<file path="src/rtl/spawn_scheduler_pkg.sv">
// Shared constants and types for the obstacle spawn scheduler.
// Holds state/kind encodings, slot count, gap and speed limits, and the
// level -> speed mapping used on every difficulty step.
package spawn_scheduler_pkg;
  localparam int SLOTS        = 7;    // obstacle slots (datacount - 1)
  localparam int SLOT_W       = 3;
  localparam int RANDW        = 8;
  localparam int GAP_W        = 8;    // worst gap is 24 + 31 = 55
  localparam logic [GAP_W-1:0] MIN_GAP  = 8'd24;
  localparam logic [GAP_W-1:0] GAP_MASK = 8'h1F;
  localparam int LEVEL_FRAMES = 512;
  localparam int FRAME_W      = 9;
  localparam logic [2:0] SPEED_INIT = 3'd2;
  localparam logic [2:0] SPEED_MAX  = 3'd6;
  localparam logic [3:0] LEVEL_MAX  = 4'd15;
  localparam logic [3:0] KIND_LEVEL = 4'd2; // flying enemies allowed from here

  typedef enum logic [1:0] {
    ST_IDLE   = 2'b00,
    ST_RUN    = 2'b01,
    ST_PAUSED = 2'b10,
    ST_OVER   = 2'b11
  } state_t;

  typedef enum logic {
    KIND_GROUND = 1'b0,
    KIND_FLYING = 1'b1
  } kind_t;

  typedef struct packed {
    logic              valid;
    logic [SLOT_W-1:0] slot;
    logic              kind;
  } spawn_req_t;

  // min(SPEED_INIT + lvl, SPEED_MAX), computed wide so it cannot wrap
  function automatic logic [2:0] speed_for(input logic [3:0] lvl);
    logic [4:0] s;
    s = {2'b00, SPEED_INIT} + {1'b0, lvl};
    if (s > {2'b00, SPEED_MAX}) return SPEED_MAX;
    return s[2:0];
  endfunction
endpackage

</file>
<file path="src/rtl/spawn_scheduler_picker.sv">
// free_slot_picker: combinational lowest-index free-slot encoder.
// Ports: busy (slot occupancy), idx (lowest free slot), any_free.
module free_slot_picker
  import spawn_scheduler_pkg::*;
(
  input  logic [SLOTS-1:0]  busy,
  output logic [SLOT_W-1:0] idx,
  output logic              any_free
);
  // Scan high to low so the last hit (lowest index) wins.
  always_comb begin
    idx      = '0;
    any_free = 1'b0;
    for (int i = SLOTS - 1; i >= 0; i--) begin
      if (!busy[i]) begin
        idx      = SLOT_W'(i);
        any_free = 1'b1;
      end
    end
  end
endmodule

</file>
<file path="src/rtl/spawn_scheduler.sv">
// spawn_scheduler: frame-rate obstacle sequencer for the shared slot table.
// Decides when an obstacle may spawn, which free slot gets it and its kind,
// and ramps scroll speed with play time.
// Ports: clk3 frame clock; reset async active-low; start/pause levels;
//   collide pulse; random per-frame word; slot_busy occupancy from movers;
//   spawn_valid/slot/kind request held until spawn_ack; speed, level, state.
module spawn_scheduler
  import spawn_scheduler_pkg::*;
(
  input  logic              clk3,
  input  logic              reset,
  input  logic              start,
  input  logic              pause,
  input  logic              collide,
  input  logic [RANDW-1:0]  random,
  input  logic [SLOTS-1:0]  slot_busy,
  output logic              spawn_valid,
  output logic [SLOT_W-1:0] spawn_slot,
  output logic              spawn_kind,
  input  logic              spawn_ack,
  output logic [2:0]        speed,
  output logic [3:0]        level,
  output logic [1:0]        state
);
  state_t             st, nxt;
  spawn_req_t         req;
  logic [GAP_W-1:0]   gap_cnt;
  logic [FRAME_W-1:0] frame_cnt;
  logic [SLOT_W-1:0]  free_idx;
  logic               any_free;
  logic [2**SLOT_W-1:0] busy_pad;

  free_slot_picker u_pick (
    .busy     (slot_busy),
    .idx      (free_idx),
    .any_free (any_free)
  );

  // Unused index positions read as busy so the slot lookup stays in range.
  assign busy_pad = {{(2**SLOT_W-SLOTS){1'b1}}, slot_busy};

  // start low dominates; OVER only leaves via IDLE, which gives the
  // required start 0 -> 1 edge before the next run.
  always_comb begin
    nxt = st;
    if (!start) nxt = ST_IDLE;
    else begin
      case (st)
        ST_IDLE:   nxt = ST_RUN;
        ST_RUN:    if (collide) nxt = ST_OVER; else if (pause)  nxt = ST_PAUSED;
        ST_PAUSED: if (collide) nxt = ST_OVER; else if (!pause) nxt = ST_RUN;
        default:   nxt = ST_OVER;
      endcase
    end
  end

  always_ff @(posedge clk3 or negedge reset) begin
    if (!reset) st <= ST_IDLE;
    else        st <= nxt;
  end

  // Counters only advance on frames that begin and end in RUN, so the edge
  // that enters PAUSED/OVER freezes everything (a collide also drops an ack).
  always_ff @(posedge clk3 or negedge reset) begin
    if (!reset) begin
      req       <= '0;
      gap_cnt   <= MIN_GAP;
      frame_cnt <= '0;
      level     <= '0;
      speed     <= SPEED_INIT;
    end else if (st == ST_IDLE && nxt == ST_RUN) begin
      req.valid <= 1'b0;
      gap_cnt   <= MIN_GAP;
      frame_cnt <= '0;
      level     <= '0;
      speed     <= SPEED_INIT;
    end else if (nxt == ST_IDLE || nxt == ST_OVER) begin
      req.valid <= 1'b0;
    end else if (st == ST_RUN && nxt == ST_RUN) begin
      if (frame_cnt == FRAME_W'(LEVEL_FRAMES - 1)) begin
        frame_cnt <= '0;
        if (level != LEVEL_MAX) begin
          level <= level + 4'd1;
          speed <= speed_for(level + 4'd1);
        end
      end else begin
        frame_cnt <= frame_cnt + 1'b1;
      end

      if (req.valid) begin
        if (spawn_ack) begin
          req.valid <= 1'b0;
          gap_cnt   <= MIN_GAP + (random & GAP_MASK);
        end else if (busy_pad[req.slot]) begin
          // target got taken under us: withdraw and re-pick next frame
          req.valid <= 1'b0;
          gap_cnt   <= '0;
        end
      end else if (gap_cnt != '0) begin
        gap_cnt <= gap_cnt - 1'b1;
      end else if (any_free) begin
        req.valid <= 1'b1;
        req.slot  <= free_idx;
        req.kind  <= (level >= KIND_LEVEL) ? random[RANDW-1] : KIND_GROUND;
      end
    end
  end

  // A pending request survives PAUSED but is hidden from the movers.
  assign spawn_valid = req.valid && (st != ST_PAUSED);
  assign spawn_slot  = req.slot;
  assign spawn_kind  = req.kind;
  assign state       = st;
endmodule

</file>
<file path="config.mk">
export PLATFORM = sky130hd
export DESIGN_NAME = spawn_scheduler
export DESIGN_NICKNAME = d
export VERILOG_FILES = /design/src/rtl/spawn_scheduler_pkg.sv /design/src/rtl/spawn_scheduler_picker.sv /design/src/rtl/spawn_scheduler.sv
export SDC_FILE = /design/constraint.sdc
export NUM_CORES = 1
export LEC_CHECK = 0
export BUFFER_PORTS_ARGS = -buffer_cell sky130_fd_sc_hd__clkbuf_2
export CAP_MARGIN = 20
export CORE_MARGIN = 1.5
export CORE_UTILIZATION = 45
export DETAILED_ROUTE_END_ITERATION = 8
export PLACE_DENSITY_LB_ADDON = 0.08
export SYNTH_ARGS = -nofsm -noshare
export SYNTH_HDL_FRONTEND = slang
export SYNTH_HIERARCHICAL = 1
export SYNTH_SLANG_ARGS = --single-unit
</file>
<file path="constraint.sdc">
create_clock -name clk3 -period 5.55 [get_ports clk3]
set_clock_uncertainty 0.15 [all_clocks]
set_input_delay 0.2775 -clock clk3 [delete_from_list [all_inputs] [get_ports clk3]]
set_output_delay 0.2775 -clock clk3 [all_outputs]
set_load 0.005 [all_outputs]
</file>
**After elaboration in Yosys (flattened, before gate mapping)**

Cells that the tools add are included.

- Register bits after elaboration: 31
- Word-level logic and storage cells: 106

- $add $sub $neg: 5
- Magnitude comparators: 3
- Equality and inequality tests: 9
- Muxes and demuxes: 61
- Bitwise logic cells: 4
- Reduce and logical (&&, ||, !) cells: 16

Operators with widths:

| operator | count |
|---|---|
| $mux W8 | 7 |
| $mux W3 | 14 |
| $mux W9 | 4 |
| $mux W4 | 6 |
| $mux W1 | 20 |
| $mux W5 | 3 |
| $mux W2 | 5 |
| $add A9 B1 Y9 const B | 1 |
| $eq A9 B9 Y1 const B | 1 |
| $reduce_and A4 Y1 | 2 |
| $reduce_bool A8 Y1 | 1 |
| $sub A8 B1 Y8 const B | 1 |
| $add A5 B5 Y6 const A | 1 |
| $pmux W2 S3 | 1 |
| $reduce_and A6 Y1 | 1 |
| $reduce_bool A2 Y1 | 3 |
| $reduce_bool A3 Y1 | 2 |
| $add A2 B4 Y5 const A | 1 |
| $gt A5 B3 Y1 const B | 1 |
| $add A4 B1 Y4 const B | 1 |
| $eq A2 B1 Y1 const B | 2 |
| $eq A2 B2 Y1 const B | 2 |
| $ge A4 B2 Y1 const B | 1 |
| $logic_not A2 Y1 | 2 |
| other kinds (9) | 15 |

**Longest topological paths before layout**

- Word-level depth: 15
- Depth in mapped cells: 10
- Gate-level depth less buffers: 9

**Modules after synthesis**

The synthesis kept the hierarchy.

Modules (own cells, without submodules):

| module | instances | cells an instance | area an instance (um^2) | seq. area each (um^2) |
|---|---|---|---|---|
| spawn_scheduler | 1 | 217 | 1955.6 | 779.5 |
| free_slot_picker | 1 | 11 | 65.1 | 0.0 |

**Worst setup path before layout**

Ideal clock, no wire load.

- Path type: register to register
- Start: register st[1] (netlist: state[1])
- End: register frame_cnt[3]
- Setup time: 0.078 ns
- Data arrival time: 2.300 ns
- Required time: 5.322 ns
- Slack: 3.022 ns
- Cell stages (with the launch flop): 8
- Buffers on the path: 1
- Cells stage by stage: dfrtp_1 > xnor2_1 > o31a_1 > ha_1 > nand4bb_1 > clkbuf_1 > or4b_2 > a21oi_1

RTL lines:

| what | RTL line | source |
|---|---|---|
| start: declaration | spawn_scheduler.sv:25 | `state_t st, nxt;` |
| start signal: assignment | spawn_scheduler.sv:59 | `else st <= nxt;` |
| $eq A2 B2 Y1, or another cell as far along | spawn_scheduler.sv:48 | `case (st)` |
| $pmux W2 S3 * | spawn_scheduler.sv:48 |  |
| $mux W2 * | spawn_scheduler.sv:46 | `if (!start) nxt = ST_IDLE;` |
| via nxt[0] | spawn_scheduler.sv:25 |  |
| $eq A2 B1 Y1, or another cell as far along | spawn_scheduler.sv:71, spawn_scheduler.sv:79 |  |
| $logic_and A1 B1 Y1, or another cell as far along | spawn_scheduler.sv:71 | `end else if (st == ST_IDLE && nxt == ST_RUN) begin` |
| $ne A2 B2 Y1 (no source line) or $reduce_bool A2 Y1 (tied branches) | - |  |
| $reduce_and A2 Y1 (no source line) | - |  |
| end signal: assignment | spawn_scheduler.sv:87 | `frame_cnt <= frame_cnt + 1'b1;` |
| end: declaration | spawn_scheduler.sv:28 | `logic [FRAME_W-1:0] frame_cnt;` |

Mark *: on every way through the listed nets, which the timed path passes. The rest lies on a longest branch.
A chain may end at the register's enable or synchronous reset.

**Worst setup path after layout**

- Start: register st[1] (netlist: state[1])
- End: register gap_cnt[1]

RTL lines:

| what | RTL line | source |
|---|---|---|
| $eq A2 B2 Y1, or another cell as far along | spawn_scheduler.sv:48 |  |
| $pmux W2 S3 * | spawn_scheduler.sv:48 |  |
| $mux W2 * | spawn_scheduler.sv:46 |  |
| via nxt[0] | spawn_scheduler.sv:25 |  |
| $eq A2 B1 Y1, or another cell as far along | spawn_scheduler.sv:71, spawn_scheduler.sv:79 |  |
| $logic_and A1 B1 Y1, or another cell as far along | spawn_scheduler.sv:71 |  |
| $ne A4 B2 Y1 (no source line), or another cell as far along | - |  |
| $reduce_and A4 Y1 (no source line) | - |  |
| end signal: assignment | spawn_scheduler.sv:93 | `gap_cnt <= MIN_GAP + (random & GAP_MASK);` |
| end signal: assignment | spawn_scheduler.sv:100 | `gap_cnt <= gap_cnt - 1'b1;` |
| end: declaration | spawn_scheduler.sv:27 | `logic [GAP_W-1:0] gap_cnt;` |

Marked as above.

==> metrics.txt <==
# TYPE chip_impl_metric gauge
chip_impl_info{name="outcome",value="complete, no violations"} 1
chip_impl_metric{name="p_sw",unit="mW"} 0.158
chip_impl_metric{name="syn-instance-count",unit=""} 228
chip_impl_metric{name="cp_data_required_time",unit="ns"} 5.56
chip_impl_metric{name="grt_first_pass_wirelength",unit="um"} 7260
chip_impl_metric{name="first_global_vias",unit=""} 1577
chip_impl_metric{name="finalHoldViolCount",unit=""} 0
chip_impl_metric{name="placed_cell_area",unit="um2"} 2220
chip_impl_metric{name="maxClockFrequency",unit="GHz"} 0.296
chip_impl_metric{name="worst_setup_slack_post_dpl",unit="ns"} 2.16
chip_impl_metric{name="ant_nets",unit=""} 0
chip_impl_info{name="yosys-top-cells-count",value="28 x sky130_fd_sc_hd__dfrtp_1, 22 x sky130_fd_sc_hd__nor2_1, 21 x sky130_fd_sc_hd__o21ai_0, 16 x sky130_fd_sc_hd__inv_1, 16 x sky130_fd_sc_hd__nand2_1"} 1
chip_impl_metric{name="synth.distinct_cells",unit=""} 52
chip_impl_info{name="cts_tree",value="done"} 1
chip_impl_metric{name="route.final.wire_length",unit="um"} 4240
chip_impl_metric{name="antennaDiodeCount",unit=""} 0
chip_impl_metric{name="start_util",unit="%"} 46.7
chip_impl_info{name="critPathCapture",value="gap_cnt[1]"} 1
chip_impl_metric{name="cts.repair.resized",unit=""} 0
chip_impl_metric{name="comb_power_share",unit="%"} 16.0
chip_impl_metric{name="internal_power",unit="mW"} 0.435
chip_impl_metric{name="finalSetupTns",unit="ns"} 0
chip_impl_info{name="rsz0062_at_grt",value="no"} 1
chip_impl_metric{name="row_count",unit=""} 24
chip_impl_info{name="worst_setup_path_startpoint",value="state[1]"} 1
chip_impl_info{name="synth-main-ff-cell",value="sky130_fd_sc_hd__dfrtp_1"} 1
chip_impl_metric{name="clock_sinks",unit=""} 31
chip_impl_metric{name="overall_overflow_remaining_after_global_route",unit=""} 0
chip_impl_metric{name="ctsHtreeMaxLevel",unit=""} 2
chip_impl_metric{name="power.switching_fraction",unit="%"} 26.7
chip_impl_metric{name="maxSlewHeadroom",unit="%"} 47.3
chip_impl_metric{name="drive_above_1_share",unit="%"} 21.4
chip_impl_metric{name="yosysSeqAreaShare",unit="%"} 38.6
chip_impl_metric{name="final.hold.worst_slack",unit="ns"} 0.0773
chip_impl_metric{name="die_area",unit="um2"} 4900
chip_impl_metric{name="fillerInstances",unit=""} 426
chip_impl_metric{name="synth_enable_flop_cells",unit=""} 0
chip_impl_metric{name="worst_ep_arrival_time",unit="ns"} 3.38
chip_impl_metric{name="vdd_drop_max",unit="mV"} 0.162
chip_impl_info{name="critical_path.startpoint_type",value="flip-flop"} 1
chip_impl_metric{name="place.port_buffers",unit=""} 32
chip_impl_metric{name="dpl.hpwl",unit="um"} 3080
chip_impl_metric{name="multiInputGateArea",unit="um2"} 1140
chip_impl_metric{name="ys_seq_elements",unit=""} 31
chip_impl_metric{name="reg2reg_slack",unit="ns"} 2.17
chip_impl_metric{name="clk_pin_slew_worst_paths",unit="ns"} 0.06
chip_impl_metric{name="die_x",unit="um"} 70.0
chip_impl_metric{name="average_wire_per_standard_cell",unit="um"} 13.5
chip_impl_metric{name="totalPowerFinal",unit="mW"} 0.593
chip_impl_info{name="worst_r2r_startpoint",value="state[1]"} 1
chip_impl_metric{name="die_height",unit="um"} 70.0
chip_impl_metric{name="final_net_count",unit=""} 292
chip_impl_metric{name="synth_nets",unit=""} 259
chip_impl_metric{name="min_period_over_period",unit="%"} 60.9
chip_impl_metric{name="drv_cap",unit=""} 0
chip_impl_metric{name="netlist.area_leader.share",unit="%"} 34.7
chip_impl_metric{name="synthArstFlopShare",unit="%"} 100
chip_impl_metric{name="share_seq_of_total_power",unit="%"} 45.3
chip_impl_info{name="critical_path_class",value="flip-flop to flip-flop"} 1
chip_impl_metric{name="syn_area",unit="um2"} 2020
chip_impl_metric{name="yosysWarnings",unit=""} 6
chip_impl_metric{name="seqCellArea",unit="um2"} 779
chip_impl_metric{name="leakage",unit="nW"} 1.08
chip_impl_metric{name="post_route_design_area",unit="um2"} 2340
chip_impl_info{name="reg2reg_to",value="gap_cnt[1]"} 1
chip_impl_metric{name="grt_antenna_before_repair",unit=""} 0
chip_impl_metric{name="timing_worst_slew_pin_value",unit="ns"} 0.791
chip_impl_metric{name="period_needed",unit="ns"} 3.38
chip_impl_metric{name="setup_viol",unit=""} 0
chip_impl_metric{name="globalplace.congestion",unit=""} 0.778
chip_impl_metric{name="avgSynthCellArea",unit="um2"} 8.86
chip_impl_metric{name="clock_insertion_delay_worst_skew",unit="ns"} 0.28
chip_impl_info{name="synth_most_common_cell",value="sky130_fd_sc_hd__dfrtp_1"} 1
chip_impl_info{name="clock_tree.root_cell",value="sky130_fd_sc_hd__clkbuf_8"} 1
chip_impl_metric{name="route.detailed.vias_per_inst",unit=""} 5.49
chip_impl_metric{name="worstRegToRegCells",unit=""} 8
chip_impl_metric{name="report.final.slew_viol_count",unit=""} 0
chip_impl_metric{name="route.detailed.drc",unit=""} 0
chip_impl_info{name="worstSetupEndpointType",value="flip-flop"} 1
chip_impl_metric{name="grt_start_max_net_pins",unit=""} 32
chip_impl_info{name="synth.largest_area_cell",value="sky130_fd_sc_hd__dfrtp_1"} 1
chip_impl_metric{name="p_clk_share",unit="%"} 38.7
chip_impl_metric{name="drtIter0Drc",unit=""} 85
chip_impl_metric{name="drt-pass1-iter-count",unit=""} 4
chip_impl_info{name="timing.hold.worst.class",value="input port to flip-flop"} 1
chip_impl_metric{name="grt_use_total",unit="%"} 18.4
chip_impl_metric{name="cts_made_buffers",unit=""} 5
chip_impl_metric{name="area_growth_syn_to_layout",unit="%"} 16.0
chip_impl_metric{name="clk_path_buf_depth",unit=""} 2
chip_impl_metric{name="final_critical_path_setup_slack",unit="ns"} 2.17
chip_impl_metric{name="routed-via-count",unit=""} 1725
chip_impl_metric{name="critical_path_peak_fanout",unit=""} 11
chip_impl_metric{name="io_pins",unit=""} 35
chip_impl_metric{name="power-per-cell-area",unit="nW/um2"} 253
chip_impl_metric{name="coreArea",unit="um2"} 4320
chip_impl_info{name="largest_cells_by_area_after_synthesis",value="sky130_fd_sc_hd__dfrtp_1 35%, sky130_fd_sc_hd__ha_1 6.2%, sky130_fd_sc_hd__o21ai_0 5.2%, sky130_fd_sc_hd__nor2_1 4.1%, sky130_fd_sc_hd__dfstp_2 3.9%"} 1
## layout by cell type, fill, tap and decap left out, types with 7 or more instances in the layout
master,instances
sky130_fd_sc_hd__clkbuf_2,32
sky130_fd_sc_hd__nand2_1,16
sky130_fd_sc_hd__ha_1,10
sky130_fd_sc_hd__o21ai_0,21
sky130_fd_sc_hd__nor2_1,22
sky130_fd_sc_hd__nand3_1,7
sky130_fd_sc_hd__inv_1,16
sky130_fd_sc_hd__nor3_1,7
sky130_fd_sc_hd__dfrtp_1,28
sky130_fd_sc_hd__a21oi_1,10
## layout make-up
type / instances / share of cell area (%)
clock inverter: 2 / 1.49
clock buffer: 6 / 3.52
timing repair buffer: 35 / 7.90
tap: 52 / 2.78
sequential: 31 / 33.3
multi-input combinational: 172 / 48.5
inverter: 16 / 2.56
## worst max-delay path: stages, from the launching register on
cell and delay [ns]:
sky130_fd_sc_hd__dfrtp_1 0.49, sky130_fd_sc_hd__xnor2_1 0.17, sky130_fd_sc_hd__o31a_1 0.26, sky130_fd_sc_hd__ha_1 0.32, sky130_fd_sc_hd__nand4bb_1 0.55, sky130_fd_sc_hd__a31oi_1 0.69
sky130_fd_sc_hd__o21ai_0 0.25, sky130_fd_sc_hd__a311oi_1 0.29, sky130_fd_sc_hd__a211oi_1 0.08
## cells by family after synthesis
kind of cell | synth area share (%)
mux | 4.21
xor+xnor | 3.03
fa+ha+maj | 6.19
simple gates | 24.8
compound gates | 18.0
buf+inv | 5.20
flops | 38.6
## power by group through the flow
stage | Combinational, mW | Clock [mW] | Sequential [mW]
5_1_grt | 0.109 | 0.246 | 0.272
4_1_cts | 0.0962 | 0.237 | 0.268
6_report | 0.0949 | 0.230 | 0.269
3_5_place_dp | 0.0953 | 0 | 0.273
2_1_floorplan | 0.0664 | 0 | 0.266
3_3_place_gp | 0.0944 | 0 | 0.272
## registers in the layout (all words and copies together), names as in the netlist
name        flops
spawn_kind      1
req             1
spawn_slot      3
speed           3
level           4
gap_cnt         8
frame_cnt       9
state           2
## stage by stage
step	cells	utilization [%]
after floorplan	228	-
after global routing	314	54.2
after detailed placement	305	51.2
after global placement	305	51.2
final	314	54.2
after CTS	314	54.2
## worst min-delay path by stage
| stage | slack, ns | depth (start not counted) | to | start |
|---|---|---|---|---|
| CTS | 0.07 | 3 | state[1] | start |
| floorplan | -0.17 | 0 | frame_cnt[0] | reset |
| finish | 0.08 | 3 | spawn_kind | random[7] |
| global placement | 0.26 | 1 | gap_cnt[5] | reset |
| global route | 0.09 | 3 | spawn_kind | random[7] |
| detailed placement | 0.25 | 1 | gap_cnt[5] | reset |
## per-layer routing
metal / wire length (um) / global-route usage (%)
met4: 58 / 6.41
met3: 169 / 3.75
met2: 1890 / 29.2
met1: 2120 / 25.0
met5: 0 / 0
## what timing repair did
action,in CTS,in global routing
hold buffers,1,0
buffers inserted,0,0
hold endpoints to repair,28,0
endpoints found under the setup margin,0,0
Note: power is estimated with default switching activity, not from simulation.
